### src/rtl/switch_cfg_pkg.sv
// Shared constants, FSM state type and select-legality helper for the
// switch-matrix configuration loader.
package switch_cfg_pkg;

    localparam logic [7:0] SYNC_BYTE = 8'hA5;

    // Source-edge codes carried in select bits [2:0]
    localparam logic [2:0] SEL_NONE   = 3'd0;
    localparam logic [2:0] SEL_TOP    = 3'd1;
    localparam logic [2:0] SEL_RIGHT  = 3'd2;
    localparam logic [2:0] SEL_BOTTOM = 3'd3;
    localparam logic [2:0] SEL_LEFT   = 3'd4;

    typedef enum logic [2:0] {
        ST_HUNT   = 3'd0,
        ST_LOAD   = 3'd1,
        ST_CSUM   = 3'd2,
        ST_CHECK  = 3'd3,
        ST_COMMIT = 3'd4
    } state_t;

    // A select is legal when its edge code exists and its pin index is
    // below the width of the source edge. "None" accepts any index.
    function automatic logic sel_legal(input logic [2:0] code,
                                       input int unsigned idx,
                                       input int unsigned ntop,
                                       input int unsigned nside);
        logic ok;
        ok = 1'b0;
        case (code)
            SEL_NONE:             ok = 1'b1;
            SEL_TOP, SEL_BOTTOM:  ok = (idx < ntop);
            SEL_RIGHT, SEL_LEFT:  ok = (idx < nside);
            default:              ok = 1'b0;
        endcase
        return ok;
    endfunction

endpackage

### src/rtl/switch_cfg_loader_deser.sv
// MSB-first bit deserialiser. `word` is the W-bit value including the bit
// being offered this cycle, so a consumer can act on the completed word on
// the same edge that accepts its last bit (`word_done`).
module cfg_bit_deser #(
    parameter int W = 8
) (
    input  logic         clk,
    input  logic         rst_n,
    input  logic         clear,
    input  logic         shift,
    input  logic         bit_in,
    output logic [W-1:0] word,
    output logic         word_done
);

    localparam int CW = (W > 1) ? $clog2(W) : 1;

    logic [W-2:0] shreg;
    logic [CW-1:0] cnt;

    assign word      = {shreg, bit_in};
    assign word_done = shift && (cnt == CW'(W - 1));

    // History shifts on every accepted bit; the bit counter wraps after W-1
    // and is re-aligned to a word boundary by `clear`.
    always_ff @(posedge clk or negedge rst_n) begin
        if (!rst_n) begin
            shreg <= '0;
            cnt   <= '0;
        end else begin
            if (shift) begin
                shreg <= word[W-2:0];
            end
            if (clear) begin
                cnt <= '0;
            end else if (shift) begin
                cnt <= (cnt == CW'(W - 1)) ? '0 : cnt + 1'b1;
            end
        end
    end

endmodule

### src/rtl/switch_cfg_loader.sv
// Serial configuration loader for one switch-matrix tile. Frames are
// SYNC_BYTE, N select entries, then an 8-bit additive checksum. Entries land
// in shadow registers; the active cfg_* words are only updated by a fully
// checked frame, so the matrix never sees a partial route.
//
// Handshake: a bit transfers on a rising edge where in_valid && in_ready.
// in_ready is high in HUNT/LOAD/CSUM and low during CHECK/COMMIT; in_valid
// may drop at any time and the loader simply waits.
module switch_cfg_loader
    import switch_cfg_pkg::*;
#(
    parameter int NTOP  = 5,
    parameter int NSIDE = 4,
    parameter int SELW  = 6
) (
    input  logic                  clk,
    input  logic                  rst_n,
    input  logic                  in_valid,
    input  logic                  in_bit,
    output logic                  in_ready,
    output logic [NTOP*SELW-1:0]  cfg_top,
    output logic [NTOP*SELW-1:0]  cfg_bottom,
    output logic [NSIDE*SELW-1:0] cfg_left,
    output logic [NSIDE*SELW-1:0] cfg_right,
    output logic                  cfg_loaded,
    output logic                  cfg_err,
    output logic                  busy,
    output logic [2:0]            fsm_state
);

    localparam int N   = 2 * NTOP + 2 * NSIDE;
    localparam int ECW = $clog2(N);

    state_t          state;
    logic [ECW-1:0]  entry_cnt;
    logic [7:0]      sum;
    logic            bad;
    logic [SELW-1:0] shadow [N];

    logic            accept;
    logic            byte_shift;
    logic [7:0]      byte_word;
    logic            byte_done;
    logic            ent_shift;
    logic [SELW-1:0] ent_word;
    logic            ent_done;
    logic            sync_hit;
    logic            ent_legal;

    assign accept     = in_valid && in_ready;
    assign byte_shift = accept && ((state == ST_HUNT) || (state == ST_CSUM));
    assign ent_shift  = accept && (state == ST_LOAD);
    assign sync_hit   = accept && (state == ST_HUNT) && (byte_word == SYNC_BYTE);
    assign ent_legal  = sel_legal(ent_word[2:0], 32'(ent_word[SELW-1:3]),
                                  NTOP, NSIDE);
    assign fsm_state  = state;

    // The byte deserialiser doubles as the sync window in HUNT and the
    // checksum collector in CSUM; sync detection re-aligns its counter.
    cfg_bit_deser #(.W(8)) u_byte (
        .clk       (clk),
        .rst_n     (rst_n),
        .clear     (sync_hit),
        .shift     (byte_shift),
        .bit_in    (in_bit),
        .word      (byte_word),
        .word_done (byte_done)
    );

    cfg_bit_deser #(.W(SELW)) u_entry (
        .clk       (clk),
        .rst_n     (rst_n),
        .clear     (sync_hit),
        .shift     (ent_shift),
        .bit_in    (in_bit),
        .word      (ent_word),
        .word_done (ent_done)
    );

    // Frame FSM with registered handshake/status outputs, shadow capture
    // and the commit of shadow to the active select words.
    always_ff @(posedge clk or negedge rst_n) begin
        if (!rst_n) begin
            state      <= ST_HUNT;
            in_ready   <= 1'b1;
            busy       <= 1'b0;
            cfg_err    <= 1'b0;
            cfg_loaded <= 1'b0;
            entry_cnt  <= '0;
            sum        <= '0;
            bad        <= 1'b0;
            cfg_top    <= '0;
            cfg_bottom <= '0;
            cfg_left   <= '0;
            cfg_right  <= '0;
            for (int i = 0; i < N; i++) begin
                shadow[i] <= '0;
            end
        end else begin
            cfg_err <= 1'b0;
            case (state)
                ST_HUNT: begin
                    if (sync_hit) begin
                        state     <= ST_LOAD;
                        busy      <= 1'b1;
                        entry_cnt <= '0;
                        sum       <= '0;
                        bad       <= 1'b0;
                    end
                end
                ST_LOAD: begin
                    if (ent_done) begin
                        shadow[entry_cnt] <= ent_word;
                        sum <= sum + 8'(ent_word);
                        bad <= bad | ~ent_legal;
                        if (entry_cnt == ECW'(N - 1)) begin
                            state <= ST_CSUM;
                        end else begin
                            entry_cnt <= entry_cnt + 1'b1;
                        end
                    end
                end
                ST_CSUM: begin
                    // The verdict is registered into cfg_err so the pulse
                    // covers exactly the CHECK cycle.
                    if (byte_done) begin
                        state    <= ST_CHECK;
                        in_ready <= 1'b0;
                        cfg_err  <= (byte_word != sum) || bad;
                    end
                end
                ST_CHECK: begin
                    if (cfg_err) begin
                        state    <= ST_HUNT;
                        busy     <= 1'b0;
                        in_ready <= 1'b1;
                    end else begin
                        state <= ST_COMMIT;
                    end
                end
                ST_COMMIT: begin
                    for (int i = 0; i < NTOP; i++) begin
                        cfg_top[i*SELW +: SELW]    <= shadow[i];
                        cfg_bottom[i*SELW +: SELW] <= shadow[NTOP + i];
                    end
                    for (int i = 0; i < NSIDE; i++) begin
                        cfg_left[i*SELW +: SELW]   <= shadow[2*NTOP + i];
                        cfg_right[i*SELW +: SELW]  <= shadow[2*NTOP + NSIDE + i];
                    end
                    cfg_loaded <= 1'b1;
                    busy       <= 1'b0;
                    in_ready   <= 1'b1;
                    state      <= ST_HUNT;
                end
                default: begin
                    state    <= ST_HUNT;
                    busy     <= 1'b0;
                    in_ready <= 1'b1;
                end
            endcase
        end
    end

endmodule

### config.mk
export PLATFORM = sky130hd
export DESIGN_NAME = switch_cfg_loader
export DESIGN_NICKNAME = d
export VERILOG_FILES = /design/src/rtl/switch_cfg_pkg.sv /design/src/rtl/switch_cfg_loader_deser.sv /design/src/rtl/switch_cfg_loader.sv
export SDC_FILE = /design/constraint.sdc
export NUM_CORES = 1
export LEC_CHECK = 0
export CAP_MARGIN = 20
export CORE_ASPECT_RATIO = 1.5
export CORE_MARGIN = 1
export CORE_UTILIZATION = 56
export DETAILED_ROUTE_END_ITERATION = 12
export PLACE_DENSITY = 0.83
export SLEW_MARGIN = 40
export SYNTH_ARGS = -nofsm -noshare
export SYNTH_HDL_FRONTEND = slang
export SYNTH_SLANG_ARGS = --single-unit
### constraint.sdc
create_clock -name clk -period 2.6 [get_ports clk]
set_input_delay 0.26 -clock clk [delete_from_list [all_inputs] [get_ports clk]]
set_output_delay 0.26 -clock clk [all_outputs]
set_load 0.02 [all_outputs]
==> results of run 1 <==
[logic make-up after synthesis]
logic type | share of synthesized area
buf+inv | 0.0194
compound gates | 0.0253
mux | 0.242
xor+xnor | 0.00835
fa+ha+maj | 0.0162
flops | 0.608
simple gates | 0.0805
[synth_stat cells, drive strengths merged, types with 4 or more instances]
master / number
buf: 24
a21oi: 10
nor2: 27
dfrtp: 254
or3: 4
xor2: 7
nand3: 5
o21ai: 7
or3b: 5
clkbuf: 10
mux2: 223
inv: 8
nand2: 40
nand4: 6
nor3: 4
nand3b: 5
ha: 12
[stage by stage]
stage	utilization	power [mW]
2_1_floorplan	-	4.21
3_3_place_gp	0.650	4.33
3_5_place_dp	0.650	4.35
4_1_cts	0.692	7.74
5_1_grt	0.692	7.91
6_report	0.692	7.67
[worst max-delay path by stage]
stage,endpoint,slack (ps),start
final,shadow[33],500,fsm_state[0]
after global routing,shadow[59],400,fsm_state[0]
after CTS,shadow[33],500,fsm_state[0]
after global placement,shadow[55],310,in_valid
after detailed placement,sum[6],280,in_bit
after floorplan,shadow[30],640,fsm_state[2]
[timing repair]
| item | CTS | global route |
|---|---|---|
| hold buffers | 1 | 0 |
| hold endpoints to repair | 38 | 0 |
| gates resized for setup | 0 | 0 |
[final cells by class]
cell class | instances | area (um^2)
Clock buffer | 30 | 674
Clock inverter | 10 | 88.8
Fill cell | 1245 | 5690
Inverter | 8 | 30.0
Multi-Input combinational cell | 403 | 3910
Sequential cell | 255 | 6380
Tap cell | 252 | 315
Timing Repair Buffer | 138 | 1380
[power breakdown]
group          leakage [nW]  internal (mW)  total, mW  switching (mW)
logic                  2.29         0.0747      0.230           0.156
registers              3.54           4.01       4.05          0.0395
clock network         0.367           1.93       3.40            1.46
total                  6.19           6.02       7.67            1.66
[critical path, delay by kind of cell, from the launching register on]
family	cells	cell delay [ps]
buf+inv	1	270
flops	1	550
mux	1	370
simple gates	3	780
[registers in the layout, indices dropped and copies added, names as in the netlist, 3 cells and up]
signal,cells
entry_cnt,5
cfg_bottom,30
fsm_state,3
cfg_top,30
cfg_right,24
u_entry.shreg,5
u_byte.shreg,7
u_byte.cnt,3
sum,8
cfg_left,24
shadow,108
u_entry.cnt,3
[metal layers]
| layer | part of all wire | GRT usage | wire length [um] |
|---|---|---|---|
| met5 | 0 | 0 | 0 |
| met4 | 0.035 | 0.0971 | 784 |
| met3 | 0.044 | 0.0404 | 989 |
| met2 | 0.53 | 0.425 | 11900 |
| met1 | 0.39 | 0.293 | 8750 |
==> metrics.md, run 1 <==
| Metric | Value |
|---|---|
| Final setup viols | `0` |
| Synthesized Nets | `717` |
| Final number of hold-violating endpoints | `0` |
| Via count | `6,052` |
| Clock skew | `10.7 ps` |
| DR vias/cell | `5.52` |
| Max-cap viol count | `0` |
| Wire per inst | `20.5 um` |
| Layout Area Growth over Synthesis | `21.8%` |
| Most common cell after layout, fill and taps aside | `dfrtp_1` |
| First-pass GRT wire length | `36,200 um` |
| Final period util | `0.809` |
| Power per cell area | `600 nW/um^2` |
| CTS sink cnt | `255` |
| Setup TNS Final | `0 ps` |
| Slew Limit Fails | `0` |
| Clk Latency, worst-skew pair | `520 ps` |
| Worst-path clk slew | `70 ps` |
| DP HPWL | `15,100 um` |
| Die Span X | `114 um` |
| TritonCTS clock tree | `done` |
| RSZ-0062 raised after global routing | `no` |
| PortBufs | `118` |
| Rows | `61` |
| Rel. slew slack | `0.607` |
| Ports | `119` |
| Number of synthesis warnings | `0` |
| Setup CP Type | `flop to flop` |
| Outcome | `complete, no violations` |
| Maximum vdd drop | `0.000453 V` |
| Post-CTS Setup Bufs | `0` |
| Clk root buf | `clkbuf_16` |
| Ratio of cells with drive above 1 in the final layout | `0.377` |
| Final antenna-violating net count | `0` |
| Worst EP required | `3000 ps` |
| Drc violations | `0` |
| Startpoint Class | `flop` |
| Design area | `12,800 um^2` |
| Routed Wire Length | `22,400 um` |
| DR iter-0 viols | `296` |
| Fmax | `476 MHz` |
| Initial core utilization | `0.568` |
| Syn Inst Count | `700` |
| Mean Syn Cell Area | `15.0 um^2` |
| Most used DFF post-synth | `dfrtp_1` |
| Cell taking the most area after synthesis | `dfrtp_1` |
| Grt ovf | `0` |
| Share of the synthesized area in the top cell type | `0.606` |
| Total GRT Usage | `0.241` |
| Final WS setup | `498 ps` |
| Crit-path slowest cell | `dfrtp_1` |
| Path depth of the worst reg2reg path | `5` |
| Tmin final | `2100 ps` |
| Post-DP Area | `12,000 um^2` |
| H-tree depth | `1` |
| Pre-CTS setup slack | `276 ps` |
| CP endpoint kind | `flop` |
| Inserted Diodes | `0` |
| TritonCTS Buffers | `24` |
| FF-to-FF End | `shadow[33]` |
| Placer Congestion | `0.864` |
| Commonest non-fill, non-tap cells in the layout | `dfrtp_1, mux2_2, clkdlybuf4s50_1` |
| Largest cells by area after synthesis | `dfrtp_1, mux2_2, nor2_4` |
| Synth unique cells | `58` |
| DP Cell Count | `1,055` |
| DIE HEIGHT | `170 um` |
| Largest net degree at the start of global routing | `101` |
| Post-synth EDFFs | `0` |
| DR pass1 iterations | `4` |
| Seq/Total Area, Yosys | `0.608` |
| Worst hold slack | `213 ps` |
| Final net count | `847` |
| RR Startpoint | `fsm_state[0]` |
| Critical path data arrival time | `2500 ps` |
| Final non-filler cell total | `1,096` |
| Initial antenna violation count | `0` |
| #FFs+latches synth | `255` |
| Slew @ Worst Pin | `590 ps` |
| Core box area | `18,500 um^2` |
| Crit Path Max Fanout | `12` |
| FF-to-FF setup slack | `500 ps` |
| Clock buffer depth | `3` |
| CP Cell Sequence | `nor3b_4, buf_4, nand4_4, nor2_4, mux2_2` |
| P_leak | `6.19 nW` |
| Vias in the first global route | `6,724` |
| Hold Crit Class | `input port to async pin` |
| Cell Area, Synth | `10,500 um^2` |
| Slowest Stage Delay on Critical Path | `550 ps` |
| Die area | `19,300 um^2` |
| Synth async-reset ratio | `1.00` |
Power figures use the tool's default switching activity.
==> run 2, diff against run 1 <==
clock period = 2.2 ns   (was 2.6 ns; I/O delays follow)
==> metrics.md, run 2 (synthesis results as in run 1) <==
| Metric | Value |
|---|---|
| Outcome | `complete, no violations (unchanged)` |
| Critical path data arrival time | `2420 ps (was 2500 ps)` |
| Grt ovf | `0 (unchanged)` |
| Worst hold slack | `245 ps (was 213 ps)` |
| Setup CP Type | `flop to flop (unchanged)` |
| Wire per inst | `20.6 um (was 20.5 um)` |
| Die area | `19,300 um^2 (unchanged)` |
| Commonest non-fill, non-tap cells in the layout | `dfrtp_1, mux2_2, clkdlybuf4s50_1 (unchanged)` |
| Max reg flops | `108 (unchanged)` |
| P_leak | `6.28 nW (was 6.19 nW)` |
| FF-to-FF setup slack | `160 ps (was 500 ps)` |
| Final number of hold-violating endpoints | `0 (unchanged)` |
| DR vias/cell | `5.56 (was 5.52)` |
| Routed Wire Length | `22,900 um (was 22,400 um)` |
| Layout Utilization | `0.699 (was 0.692)` |
| Clock skew | `15.0 ps (was 10.7 ps)` |
| Ratio of cells with drive above 1 in the final layout | `0.382 (was 0.377)` |
| Ports | `119 (unchanged)` |
| Met2 Use GR | `0.443 (was 0.425)` |
| Drc violations | `0 (unchanged)` |
| Maximum vdd drop | `0.000607 V (was 0.000453 V)` |
| CP endpoint kind | `flop (unchanged)` |
| Crit Path Max Fanout | `10 (was 12)` |
| RSZ-0062 raised after global routing | `no (unchanged)` |
| Initial core utilization | `0.568 (unchanged)` |
| Most common cell after layout, fill and taps aside | `dfrtp_1 (unchanged)` |
| DR pass1 iterations | `4 (unchanged)` |
| Total power | `9.26 mW (was 7.67 mW)` |
| Worst-path clk slew | `70 ps (about the same)` |
| Fmax | `490 MHz (was 476 MHz)` |
| Clk Latency, worst-skew pair | `510 ps (was 520 ps)` |
| Met1 usage | `0.293 (about the same)` |
| First-pass GRT wire length | `36,600 um (was 36,200 um)` |
| Core box area | `18,500 um^2 (unchanged)` |
| Final antenna-violating net count | `0 (unchanged)` |
| Power per cell area | `717 nW/um^2 (was 600 nW/um^2)` |
| Tmin final | `2040 ps (was 2100 ps)` |
| Max-cap viol count | `0 (unchanged)` |
| Slew Limit Fails | `0 (unchanged)` |
| Final period util | `0.927 (was 0.809)` |
| Hold Crit Class | `input port to async pin (unchanged)` |
| Vias in the first global route | `6,799 (was 6,724)` |
| PortBufs | `118 (unchanged)` |
| CTS sink cnt | `255 (unchanged)` |
| Largest net degree at the start of global routing | `79 (was 101)` |
| Via count | `6,155 (was 6,052)` |
| Setup TNS Final | `0 ps (unchanged)` |
| Layout Area Growth over Synthesis | `23.0% (was 21.8%)` |
| Startpoint Class | `flop (unchanged)` |
| TritonCTS clock tree | `done (unchanged)` |
| Worst EP required | `2580 ps (was 3000 ps)` |
| Total GRT Usage | `0.245 (was 0.241)` |
| DP Cell Count | `1,065 (was 1,055)` |
| Busiest grt layer | `met2 (unchanged)` |
| Die Span X | `114 um (unchanged)` |
| Clk root buf | `clkbuf_16 (unchanged)` |
| Rel. slew slack | `0.649 (was 0.607)` |
| Biggest regs | `shadow (108), cfg_bottom (30), cfg_top (30) (unchanged)` |
| Inserted Diodes | `0 (unchanged)` |
| Rows | `61 (unchanged)` |
| Slew @ Worst Pin | `526 ps (was 590 ps)` |
| DP HPWL | `15,200 um (was 15,100 um)` |
| Final non-filler cell total | `1,108 (was 1,096)` |
| Placer Congestion | `0.846 (was 0.864)` |
| Clock buffer depth | `3 (unchanged)` |
| Met3 Use GR | `0.0400 (was 0.0404)` |
| Most flop-heavy register | `shadow (unchanged)` |
| DIE HEIGHT | `170 um (unchanged)` |
| TritonCTS Buffers | `24 (unchanged)` |
| DR iter-0 viols | `317 (was 296)` |
| Final net count | `857 (was 847)` |
| Final setup viols | `0 (unchanged)` |
| H-tree depth | `1 (unchanged)` |
| Initial antenna violation count | `0 (unchanged)` |
run 2: changes by cell type in the layout (fill, tap and decap cells not counted), sizes merged:
cell / before / now
buf: 20 / 30
bufinv: 1 / 3
clkbuf: 30 / 31
clkinv: 4 / 7
clkinvlp: 4 / 1
inv: 9 / 8
run 2: layout make-up:
cell class | instances | area (um^2)
sequential | 255 | 6380
fill | 1253 | 5560
multi-input combinational | 403 | 3910
timing repair buffer | 148 | 1480
clock buffer | 31 | 658
tap | 252 | 315
clock inverter | 11 | 136
inverter | 8 | 30.0
run 2: critical path, cell delays in order, from the launching register on:
cell,delay [ps]
dfstp_2,600
and3_1,220
buf_12,160
nand4_4,270
nor2_4,280
mux2_2,370
run 2: worst paths after layout:
kind	startpoint	to	cells after the start
min in group clk	cfg_loaded	cfg_loaded	1
max in group asynchronous	rst_n	shadow[1]	3
min	rst_n	cfg_bottom[7]	2
min reg2reg	cfg_loaded	cfg_loaded	1
max reg2reg	in_ready	shadow[31]	5
max	in_ready	shadow[31]	5
run 2: per-layer routing:
metal,vias to the layer above,wire length [um],share of wire
li1,2746,-,-
met1,3212,8890,0.39
met5,-,0,0
met4,0,715,0.031
met3,49,917,0.040
met2,148,12300,0.54
run 2: per-stage QoR:
| stage | setup WS, ps | instance area (um^2) |
|---|---|---|
| 3_3_place_gp | 69.0 | 12100 |
| 5_1_grt | 102 | 12900 |
| 2_1_floorplan | 240 | 10500 |
| 6_report | 160 | 12900 |
| 3_5_place_dp | 48.5 | 12100 |
| 4_1_cts | 149 | 12900 |
run 2: repair_timing:
item / 4_1_cts / 5_1_grt
hold buffers: 1 / 0
setup buffers: 0 / 0
endpoints found under the hold margin: 60 / 0
gates resized for setup: 0 / 0
run 2: report_power, final:
part,switching (mW),total [mW],internal [mW],leakage [nW]
Sequential,0.0437,4.78,4.73,3.54
Combinational,0.193,0.290,0.0962,2.35
Clock,1.73,4.19,2.46,0.391
==> run 3, diff against run 2 <==
CAP_MARGIN = 15   (was 20)
==> results of run 3 <==
No change in the layout: final DEF, timing and power equal those of run 2.
